$ cat src/rtl/lag_window_fsm_pkg.sv
// ============================================================================
// Package : lag_window_fsm_pkg
// Brief   : Shared constants, state encoding and ITU basic-operator helpers
//           for the G.729 lag-window stage.
// Rev     : 1.0  initial release
// ============================================================================
`default_nettype none

package lag_window_fsm_pkg;

  localparam logic [10:0] AUTOCORR_R = 11'h100;
  localparam logic [7:0]  LW_ORDER   = 8'd10;

  typedef enum logic [2:0] {
    LW_IDLE    = 3'd0,
    LW_RD_REQ  = 3'd1,
    LW_RD_WAIT = 3'd2,
    LW_CALC    = 3'd3,
    LW_WR      = 3'd4,
    LW_FIN     = 3'd5
  } lw_state_t;

  // Saturating 32-bit add (L_add)
  function automatic logic signed [31:0] l_add(input logic signed [31:0] a,
                                               input logic signed [31:0] b);
    logic signed [31:0] s;
    s = a + b;
    if ((a[31] == b[31]) && (s[31] != a[31]))
      return a[31] ? 32'sh8000_0000 : 32'sh7FFF_FFFF;
    return s;
  endfunction

  function automatic logic signed [31:0] l_mult(input logic signed [15:0] a,
                                                input logic signed [15:0] b);
    logic signed [31:0] p;
    if ((a == 16'sh8000) && (b == 16'sh8000))
      return 32'sh7FFF_FFFF;
    p = a * b;
    return p <<< 1;
  endfunction

  function automatic logic signed [15:0] mult(input logic signed [15:0] a,
                                              input logic signed [15:0] b);
    logic signed [31:0] p;
    p = a * b;
    p = p >>> 15;
    if (p > 32'sd32767)
      return 16'sh7FFF;
    return p[15:0];
  endfunction

endpackage

`default_nettype wire

$ cat src/rtl/lag_window_fsm_memory.sv
// ============================================================================
// Module : lag_window_fsm_memory
// Brief  : Combinational lag-window ROM, index (i-1) -> {lag_h, lag_l}.
// Rev    : 1.0  initial release
// ============================================================================
`default_nettype none

module lag_window_fsm_memory (
  input  logic        [3:0]  index,
  output logic signed [15:0] lag_h,
  output logic signed [15:0] lag_l
);

  always_comb begin
    lag_h = '0;
    lag_l = '0;
    case (index)
      4'd0: begin lag_h = 16'sd32728; lag_l = 16'sd11904; end
      4'd1: begin lag_h = 16'sd32619; lag_l = 16'sd17280; end
      4'd2: begin lag_h = 16'sd32438; lag_l = 16'sd30720; end
      4'd3: begin lag_h = 16'sd32187; lag_l = 16'sd25856; end
      4'd4: begin lag_h = 16'sd31867; lag_l = 16'sd24192; end
      4'd5: begin lag_h = 16'sd31480; lag_l = 16'sd28992; end
      4'd6: begin lag_h = 16'sd31029; lag_l = 16'sd24384; end
      4'd7: begin lag_h = 16'sd30517; lag_l = 16'sd7360;  end
      4'd8: begin lag_h = 16'sd29946; lag_l = 16'sd19520; end
      4'd9: begin lag_h = 16'sd29321; lag_l = 16'sd14784; end
      default: begin lag_h = '0; lag_l = '0; end
    endcase
  end

endmodule

`default_nettype wire

$ cat src/rtl/lag_window_fsm.sv
// ============================================================================
// Module : lag_window_fsm
// Brief  : In-place G.729 lag window over r[1..M] on the scratch memory bus.
// Rev    : 1.0  initial release
// ============================================================================
`default_nettype none

module lag_window_fsm
  import lag_window_fsm_pkg::*;
#(
  parameter logic [7:0] M = LW_ORDER
) (
  input  logic        clk,
  input  logic        reset,
  input  logic        ready,
  input  logic [31:0] memIn,
  output logic [10:0] readRequested,
  output logic [10:0] writeRequested,
  output logic [31:0] memOut,
  output logic        writeEn,
  output logic        done
);

  lw_state_t          r_state;
  lw_state_t          w_state_next;
  logic        [7:0]  r_i;
  logic signed [15:0] r_hi1;
  logic signed [15:0] r_lo1;
  logic        [31:0] r_word;

  logic signed [15:0] w_lag_h;
  logic signed [15:0] w_lag_l;
  logic signed [31:0] w_x;
  logic        [31:0] w_word;

  lag_window_fsm_memory u_lag_rom (
    .index (r_i[3:0] - 4'd1),
    .lag_h (w_lag_h),
    .lag_l (w_lag_l)
  );

  // Mpy_32: lo1 is treated as signed, matching the reference C-code
  assign w_x = l_add(l_add(l_mult(r_hi1, w_lag_h),
                           l_mult(mult(r_hi1, w_lag_l), 16'sd1)),
                     l_mult(mult(r_lo1, w_lag_h), 16'sd1));

  // L_Extract packing: low half is x[15:1] with a cleared sign bit
  assign w_word = {w_x[31:16], w_x[15:0] >> 1};

  always_ff @(posedge clk or posedge reset) begin
    if (reset) r_state <= LW_IDLE;
    else       r_state <= w_state_next;
  end

  always_ff @(posedge clk or posedge reset) begin
    if (reset) begin
      r_i    <= 8'd1;
      r_hi1  <= '0;
      r_lo1  <= '0;
      r_word <= '0;
    end else begin
      case (r_state)
        LW_IDLE:    if (ready) r_i <= 8'd1;
        LW_RD_WAIT: begin
          r_hi1 <= memIn[31:16];
          r_lo1 <= memIn[15:0];
        end
        LW_CALC:    r_word <= w_word;
        LW_WR:      if (r_i != M) r_i <= r_i + 8'd1;
        default:    ;
      endcase
    end
  end

  always_comb begin
    w_state_next   = r_state;
    readRequested  = '0;
    writeRequested = '0;
    memOut         = '0;
    writeEn        = 1'b0;
    done           = 1'b0;
    case (r_state)
      LW_IDLE:    if (ready) w_state_next = LW_RD_REQ;
      LW_RD_REQ: begin
        readRequested = {AUTOCORR_R[10:8], r_i};
        w_state_next  = LW_RD_WAIT;
      end
      LW_RD_WAIT: begin
        readRequested = {AUTOCORR_R[10:8], r_i};
        w_state_next  = LW_CALC;
      end
      LW_CALC:    w_state_next = LW_WR;
      LW_WR: begin
        writeEn        = 1'b1;
        writeRequested = {AUTOCORR_R[10:8], r_i};
        memOut         = r_word;
        w_state_next   = (r_i == M) ? LW_FIN : LW_RD_REQ;
      end
      LW_FIN: begin
        done         = 1'b1;
        w_state_next = LW_IDLE;
      end
      default:    w_state_next = LW_IDLE;
    endcase
  end

endmodule

`default_nettype wire
$ cat config.mk
export PLATFORM = sky130hd
export DESIGN_NAME = lag_window_fsm
export DESIGN_NICKNAME = d
export VERILOG_FILES = /design/src/rtl/lag_window_fsm_pkg.sv /design/src/rtl/lag_window_fsm_memory.sv /design/src/rtl/lag_window_fsm.sv
export SDC_FILE = /design/constraint.sdc
export NUM_CORES = 2
export LEC_CHECK = 0
export ABC_AREA = 0
export CAP_MARGIN = 10
export CORE_UTILIZATION = 30
export CTS_BUF_LIST = sky130_fd_sc_hd__clkbuf_4 sky130_fd_sc_hd__clkbuf_8 sky130_fd_sc_hd__clkbuf_16
export DETAILED_ROUTE_END_ITERATION = 6
export SYNTH_ARGS = -nofsm -noshare
export SYNTH_HDL_FRONTEND = slang
export SYNTH_HIERARCHICAL = 1
export SYNTH_SLANG_ARGS = --single-unit
export TNS_END_PERCENT = 1
$ cat constraint.sdc
create_clock -name clk -period 19.5 [get_ports clk]
set_input_delay 3.9 -clock clk [delete_from_list [all_inputs] [get_ports clk]]
set_output_delay 3.9 -clock clk [all_outputs]
set_load 0.005 [all_outputs]
# Word level (Yosys, flattened, before mapping)
# Memory sizes are Yosys's and may differ from the RTL's.
# Cells that the tools add are included.
# Widths: inputs -> output; s select.
[classes] n_eq_ne=15 reduce_logical=7 n_mul=3 addsub=4 n_lt_le_gt_ge=2 muxes=28
[ops] cell="$mux 32" count=9
[ops] cell="$add 32x17->32" count=2
[ops] cell="$mul 16x16->32" count=2
[ops] cell="$mux 16" count=4
[ops] cell="$gt 17x16->1 const B" count=2
[ops] cell="$eq 16x16->1 const B" count=2
[ops] cell="$mul 16x16->31" count=1
[ops] cell="$mux 9" count=2
[ops] cell="$mux 8" count=2
[ops] cell="$pmux 8 s2" count=1
[ops] cell="$pmux 3 s5" count=1
[ops] cell="$add 8x1->8 const B" count=1
[ops] cell="$eq 8x4->1 const B" count=1
[ops] cell="$ne 8x4->1 const B" count=1
[ops] cell="$mux 1" count=7
[ops] cell="$eq 3x2->1 const B" count=2
[ops] cell="$eq 3x3->1 const B" count=2
[ops] cell="$mux 3" count=2
[ops] cell="$ne 2x2->1 const B" count=2
[ops] cell="$sub 4x1->4 const B" count=1
[ops] cell="$eq 3x1->1 const B" count=1
[ops] cell="$logic_and 1x1->1" count=3
[ops] cell="$logic_not 3->1" count=1
[ops] cell="$reduce_and 3->1" count=1
[ops] cell="4 further kinds" count=6
[totals] inputBits=35 romBits=384 memories=1 word_cells=65 regBits=74
[memory_table] memory="(no name shown)" depth=16 width=24 read_ports=1 rd_ports_with_merged_regs=0 write_ports=0 line="lag_window_fsm_memory.sv:17" text="case (index)"

# Depth between registers and ports, before layout
# An unclocked memory read counts as a cell.
[depth] word_depth=16 depth_mapped=59 depth_no_buf=55

# By module
# The synthesis kept the hierarchy.
[by_module_without_submodules] mod="lag_window_fsm" n_inst=1 cells_each=3919 area_each_um2=35093.7 seq_area_each_um2=1853.0
[by_module_without_submodules] mod="lag_window_fsm_memory" n_inst=1 cells_each=80 area_each_um2=549.3 seq_area_each_um2=0.0

# Worst setup path before layout
# Ideal clock, no wire load.
[synth_path] path_type="register to register" start="register r_i[0]" end="register r_word[10]" slack_ps=6011 setup_ps=140 path_stages_with_launch=54 period_less_slack_ps=13489 path_buffers=4 t_arrival_ps=13348 path_cell_list="dfstp_2 inv_1 ha_1 inv_1 clkbuf_2 inv_1 ha_1 mux2_4 o21ai_2 clkbuf_1 nand2_1 fa_1 inv_1 fa_1 inv_1 fa_1 inv_1 fa_1 [... 18 more ...] a41oi_2 nor2_1 nand2_1 buf_2 nand2_1 ha_1 fa_1 a211o_1 a21boi_0 o211ai_1 nand3_1 o21a_1 o21ai_1 a2111oi_0 nor2_1 nor4_4 buf_2 o311ai_1"
[synth_between] elab_chain_len=16 word_cells_on_any_way=31 cone_classes="3 x add/sub; 3 x mul; 2 x order compare; 5 x eq/ne; 14 x mux; 3 x reduce/logical; 1 x memory"
[synth_rtl] item="start, declared" line="lag_window_fsm.sv:26" text="logic [7:0] r_i;"
[synth_rtl] item="start signal, assigned" line="lag_window_fsm.sv:69" text="LW_WR: if (r_i != M) r_i <= r_i + 8'd1;"
[synth_rtl] item="$sub 4x1->4 *" line="lag_window_fsm.sv:37" text=".index (r_i[3:0] - 4'd1),"
[synth_rtl] item="$mem_v2 16x24 *"
[synth_rtl] item="net w_lag_l[7]" line="lag_window_fsm.sv:32" text="logic signed [15:0] w_lag_l;"
[synth_rtl] item="$mul 16x16->32 *" line="lag_window_fsm_pkg.sv:45" text="p = a * b;"
[synth_rtl] item="$gt 17x16->1" line="lag_window_fsm_pkg.sv:47" text="if (p > 32'sd32767)"
[synth_rtl] item="$mux 1" line="lag_window_fsm_pkg.sv:47"
[synth_rtl] item="$mux 16 *" line="lag_window_fsm_pkg.sv:49" text="return p[15:0];"
[synth_rtl] item="$add 32x17->32" line="lag_window_fsm_pkg.sv:27" text="s = a + b;"
[synth_rtl] item="$ne 1x1->1" line="lag_window_fsm_pkg.sv:28" text="if ((a[31] == b[31]) && (s[31] != a[31]))"
[synth_rtl] item="$logic_and 1x1->1" line="lag_window_fsm_pkg.sv:28"
[synth_rtl] item="$mux 1" line="lag_window_fsm_pkg.sv:28"
[synth_rtl] item="$mux 32 *" line="lag_window_fsm_pkg.sv:30" text="return s;"
[synth_rtl] item="$add 32x17->32" line="lag_window_fsm_pkg.sv:27"
[synth_rtl] item="$ne 1x1->1" line="lag_window_fsm_pkg.sv:28"
[synth_rtl] item="$logic_and 1x1->1" line="lag_window_fsm_pkg.sv:28"
[synth_rtl] item="$mux 1" line="lag_window_fsm_pkg.sv:28"
[synth_rtl] item="$mux 32 *" line="lag_window_fsm_pkg.sv:30"
[synth_rtl] item="end signal, assigned" line="lag_window_fsm.sv:68" text="LW_CALC: r_word <= w_word;"
[synth_rtl] item="end, declared" line="lag_window_fsm.sv:29" text="logic [31:0] r_word;"
# Mark *: on every way through the listed nets, which the timed path passes. The rest lies on a longest branch. The select of a mux whose other input is x is not followed.
# A chain may end at the register's enable or synchronous reset.

# Worst setup path in the final report
[layout_path] start="register r_i[0]" end="register r_word[2]"
# The elaborated chain is that of the path after synthesis.

==> run summary <==
* **final design instance area without fill** 38300 sq um
* **Worst Max-Slew Pin Slew** 1.08 ns
* **Avg Inst Size Synth** 8.91 sq um
* **total setup buffers inserted after CTS** 0
* **synth warn** 6
* **# setup viols final** 0
* **Setup TNS** 0 ns
* **most numerous cell in the Yosys netlist** sky130_fd_sc_hd__inv_1
* **number of violations of the max-capacitance limit** 0
* **full die area** 120000 sq um
* **number of hold-repair buffers added at the cts stage** 0
* **GPL Wtd Cong** 0.895
* **DRC marker count from the first detailed-route iteration** 1403
* **unrepaired setup endpoints after global routing** no
* **sum of overflow across all layers after global routing** 0
* **R2R Path End** r_word[2]$_DFFE_PP0N_
* **Root Buffer Master** sky130_fd_sc_hd__clkbuf_16
* **endpoint type of the worst setup path** flop
* **Detailed Place HPWL** 70.8 mm
* **Hold Violations, Final** 0
* **buffers and inverters on the worst path** 10
* **result of the run** complete, no violations
* **required time reported for the critical path endpoint** 19.74 ns
* **register-to-register setup slack** 3.62 ns
* **top-area cell type share of the netlist area** 0.438
* **antenna diode count** 0
* **Vias/cell** 4.74
* **leading area contributor after synthesis** sky130_fd_sc_hd__fa_1
* **routed wire length per instance** 16.4 microns
* **Hold Path Origin** r_word[1]$_DFFE_PP0N_
* **most frequent cells after synthesis** sky130_fd_sc_hd__inv_1 (855), sky130_fd_sc_hd__fa_1 (780), sky130_fd_sc_hd__nand2_1 (544), sky130_fd_sc_hd__and2_1 (368), sky130_fd_sc_hd__ha_1 (308)
* **Hold WC Path Type** flop to flop
* **detailed-router iteration count before antenna repair** 5
* **max-slew violation total from the final report** 0
* **# DRC** 0
* **Layout Nets** 5081
* **clock buffer count from CTS** 9
* **CTS clock-pin slew for the worst setup and hold paths** 0.07 ns
* **sequential area share after synthesis** 0.0520
* **starting utilization of the core area** 0.302
* **num ports** 91
* **CTS Buffer Depth** 2
* **clock tree skew after final layout** 0.0194 ns
* **synthesis-stage register bit count** 74
* **Worst Setup Path Type** flop to flop
* **count of distinct cell types in the synthesized netlist** 78
* **biggest fanout along the worst timing path** 30
* **Placed Instance Area** 38000 sq um
* **EDFF count, synth** 0
* **number of global-route vias before repair** 27500
* **dominant cells by area after synthesis** sky130_fd_sc_hd__fa_1 (44%), sky130_fd_sc_hd__ha_1 (11%), sky130_fd_sc_hd__inv_1 (9.0%)
* **count of instances resized after the clock tree is built** 0
* **startpoint of the worst register-to-register path** r_i[0]$_DFFE_PP1P_
* **Vias** 26100
* **worst hold path depth** 2
* **Slew headroom** 0.274
* **Routed Antenna Nets** 0
* **Area growth, synth to finish** 7.51%
* **Total Routing Usage GR** 0.156
* **largest delay contributor family on the critical path** compound AO/OA/AOI/OAI gates
* **first-pass GRT wire length** 150 mm
* **layout cell share with drive strength beyond 1** 0.0313
* **sink of the worst hold path** r_word[1]$_DFFE_PP0N_
* **share of the clock period used by the worst path** 0.814
* **initial antenna violation count** 4
* **die width** 347 microns
* **CP most frequent cell** sky130_fd_sc_hd__inv_1
* **Worst Setup Start Kind** flop
* **largest net degree at the start of global routing** 90
* **number of instances in the synthesized netlist** 3999
* **count of clock tree sinks** 74
* **height of the die** 347 microns
* **clock latency of the later-clocked register in the worst-skew pair** 0.40 ns
* **flip-flop cell with the highest count after synthesis** sky130_fd_sc_hd__dfrtp_1
* **number of cell rows** 126
* **Final Critical Period** 15.88 ns
* **share of flip-flops with an asynchronous set or reset after synthesis** 1.00
* **count of port buffers added during placement** 85
* **CTS tree** done
* **achievable frequency** 63.0 MHz
* **critical path arrival** 16.12 ns
* **Total Wirelength** 90.0 mm
* **number of cells traversed by the worst register-to-register path** 55
* **Core ar.** 118000 sq um
* **total standard cell area after synthesis** 35600 sq um
* **CP peak stage delay** 0.66 ns
* **slowest CP cell** sky130_fd_sc_hd__o21ai_2
* **H-tree levels** 3
tightest hold or removal path: cells and delay by family (launching register included):
kind,cells,cell delay [ns]
flops,1,0.34
compound gates,1,0.06
simple gates,1,0.05
per-stage QoR:
stage	hold WS [ns]	utilization	instances	setup WS, ns
2_1_floorplan	0.448	-	4010	6.01
3_3_place_gp	0.474	0.323	5483	4.16
4_1_cts	0.486	0.325	5499	3.67
3_5_place_dp	0.471	0.323	5483	3.75
5_1_grt	0.521	0.325	5499	2.27
6_report	0.484	0.325	5499	3.62
layout by cell type (no fill, tap or decap), types with 5 or more instances in the layout:
| master | instances |
|---|---|
| sky130_fd_sc_hd__a2111oi_0 | 7 |
| sky130_fd_sc_hd__a211o_1 | 5 |
| sky130_fd_sc_hd__a211oi_1 | 10 |
| sky130_fd_sc_hd__a21o_1 | 54 |
| sky130_fd_sc_hd__a21oi_1 | 124 |
| sky130_fd_sc_hd__a221oi_1 | 5 |
| sky130_fd_sc_hd__a22o_1 | 7 |
| sky130_fd_sc_hd__a31oi_1 | 15 |
| sky130_fd_sc_hd__and2_1 | 368 |
| sky130_fd_sc_hd__and3_1 | 13 |
| sky130_fd_sc_hd__buf_4 | 45 |
| sky130_fd_sc_hd__clkbuf_16 | 9 |
| sky130_fd_sc_hd__clkdlybuf4s50_1 | 85 |
| sky130_fd_sc_hd__conb_1 | 13 |
| sky130_fd_sc_hd__dfrtp_1 | 73 |
| sky130_fd_sc_hd__fa_1 | 780 |
| sky130_fd_sc_hd__ha_1 | 308 |
| sky130_fd_sc_hd__inv_1 | 854 |
| sky130_fd_sc_hd__mux2_2 | 32 |
| sky130_fd_sc_hd__nand2_1 | 544 |
| sky130_fd_sc_hd__nand2b_1 | 57 |
| sky130_fd_sc_hd__nand3_1 | 18 |
| sky130_fd_sc_hd__nand4_1 | 7 |
| sky130_fd_sc_hd__nor2_1 | 73 |
| sky130_fd_sc_hd__nor2b_1 | 17 |
| sky130_fd_sc_hd__nor3_1 | 26 |
| sky130_fd_sc_hd__nor4_1 | 9 |
| sky130_fd_sc_hd__o211ai_1 | 12 |
| sky130_fd_sc_hd__o21a_1 | 24 |
| sky130_fd_sc_hd__o21ai_0 | 73 |
| sky130_fd_sc_hd__o21ai_1 | 12 |
| sky130_fd_sc_hd__o21ai_2 | 8 |
| sky130_fd_sc_hd__o21bai_1 | 9 |
| sky130_fd_sc_hd__o311ai_1 | 31 |
| sky130_fd_sc_hd__or3_1 | 13 |
| sky130_fd_sc_hd__or4_1 | 5 |
| sky130_fd_sc_hd__xnor2_1 | 72 |
| sky130_fd_sc_hd__xor2_1 | 63 |
cells by family (layout without fill, tap and decap cells):
group / after synthesis / after routing / share of synthesized area
DFF: 74 / 74 / 0.0520
other: 2 / 13 / 0.000211
xor gates and xnor gates: 137 / 137 / 0.0337
adders and majority gates: 1088 / 1088 / 0.546
muxes: 35 / 35 / 0.0111
AOI/OAI and AO/OA: 436 / 436 / 0.0794
and+or+nand+nor: 1179 / 1179 / 0.164
buffers and inverters: 1048 / 1001 / 0.113
flip-flops by register name, summed over array words and instances (netlist names):
signal,count
r_i,8
r_state,3
r_word,31
r_hi1,16
r_lo1,16
cell type report:
type	count	area [sq um]
clock buffer	10	233
inverter	855	3210
sequential	74	1850
clock inverter	6	43.8
multi-input combinational	2888	29900
fill	12200	79600
tap	1536	1920
timing repair buffer	130	1190
per-layer routing:
metal  GRT usage  wire [microns]  part of all wire  up-vias
li1            -               -                 -    12000
met1       0.222           42200              0.47    13400
met2       0.255           42100              0.47      595
met3      0.0194            4390             0.049       93
met4      0.0241            1370             0.015        8
met5           0              53           0.00059        -
worst max-delay path by stage:
| stage | start | endpoint | slack (ns) | cells after the start |
|---|---|---|---|---|
| 2_1_floorplan | r_i[0]$_DFFE_PP1P_ | r_word[10]$_DFFE_PP0N_ | 6.01 | 53 |
| 3_3_place_gp | r_i[0]$_DFFE_PP1P_ | r_word[22]$_DFFE_PP0N_ | 4.16 | 55 |
| 3_5_place_dp | r_i[0]$_DFFE_PP1P_ | r_word[2]$_DFFE_PP0N_ | 3.75 | 55 |
| 4_1_cts | r_i[0]$_DFFE_PP1P_ | r_word[2]$_DFFE_PP0N_ | 3.67 | 55 |
| 5_1_grt | r_i[0]$_DFFE_PP1P_ | r_word[2]$_DFFE_PP0N_ | 2.27 | 54 |
| 6_report | r_i[0]$_DFFE_PP1P_ | r_word[2]$_DFFE_PP0N_ | 3.62 | 55 |
Power is left out: the tool's default activity adds up to more than one toggle a clock period on the data nets, which glitch-free logic cannot reach.
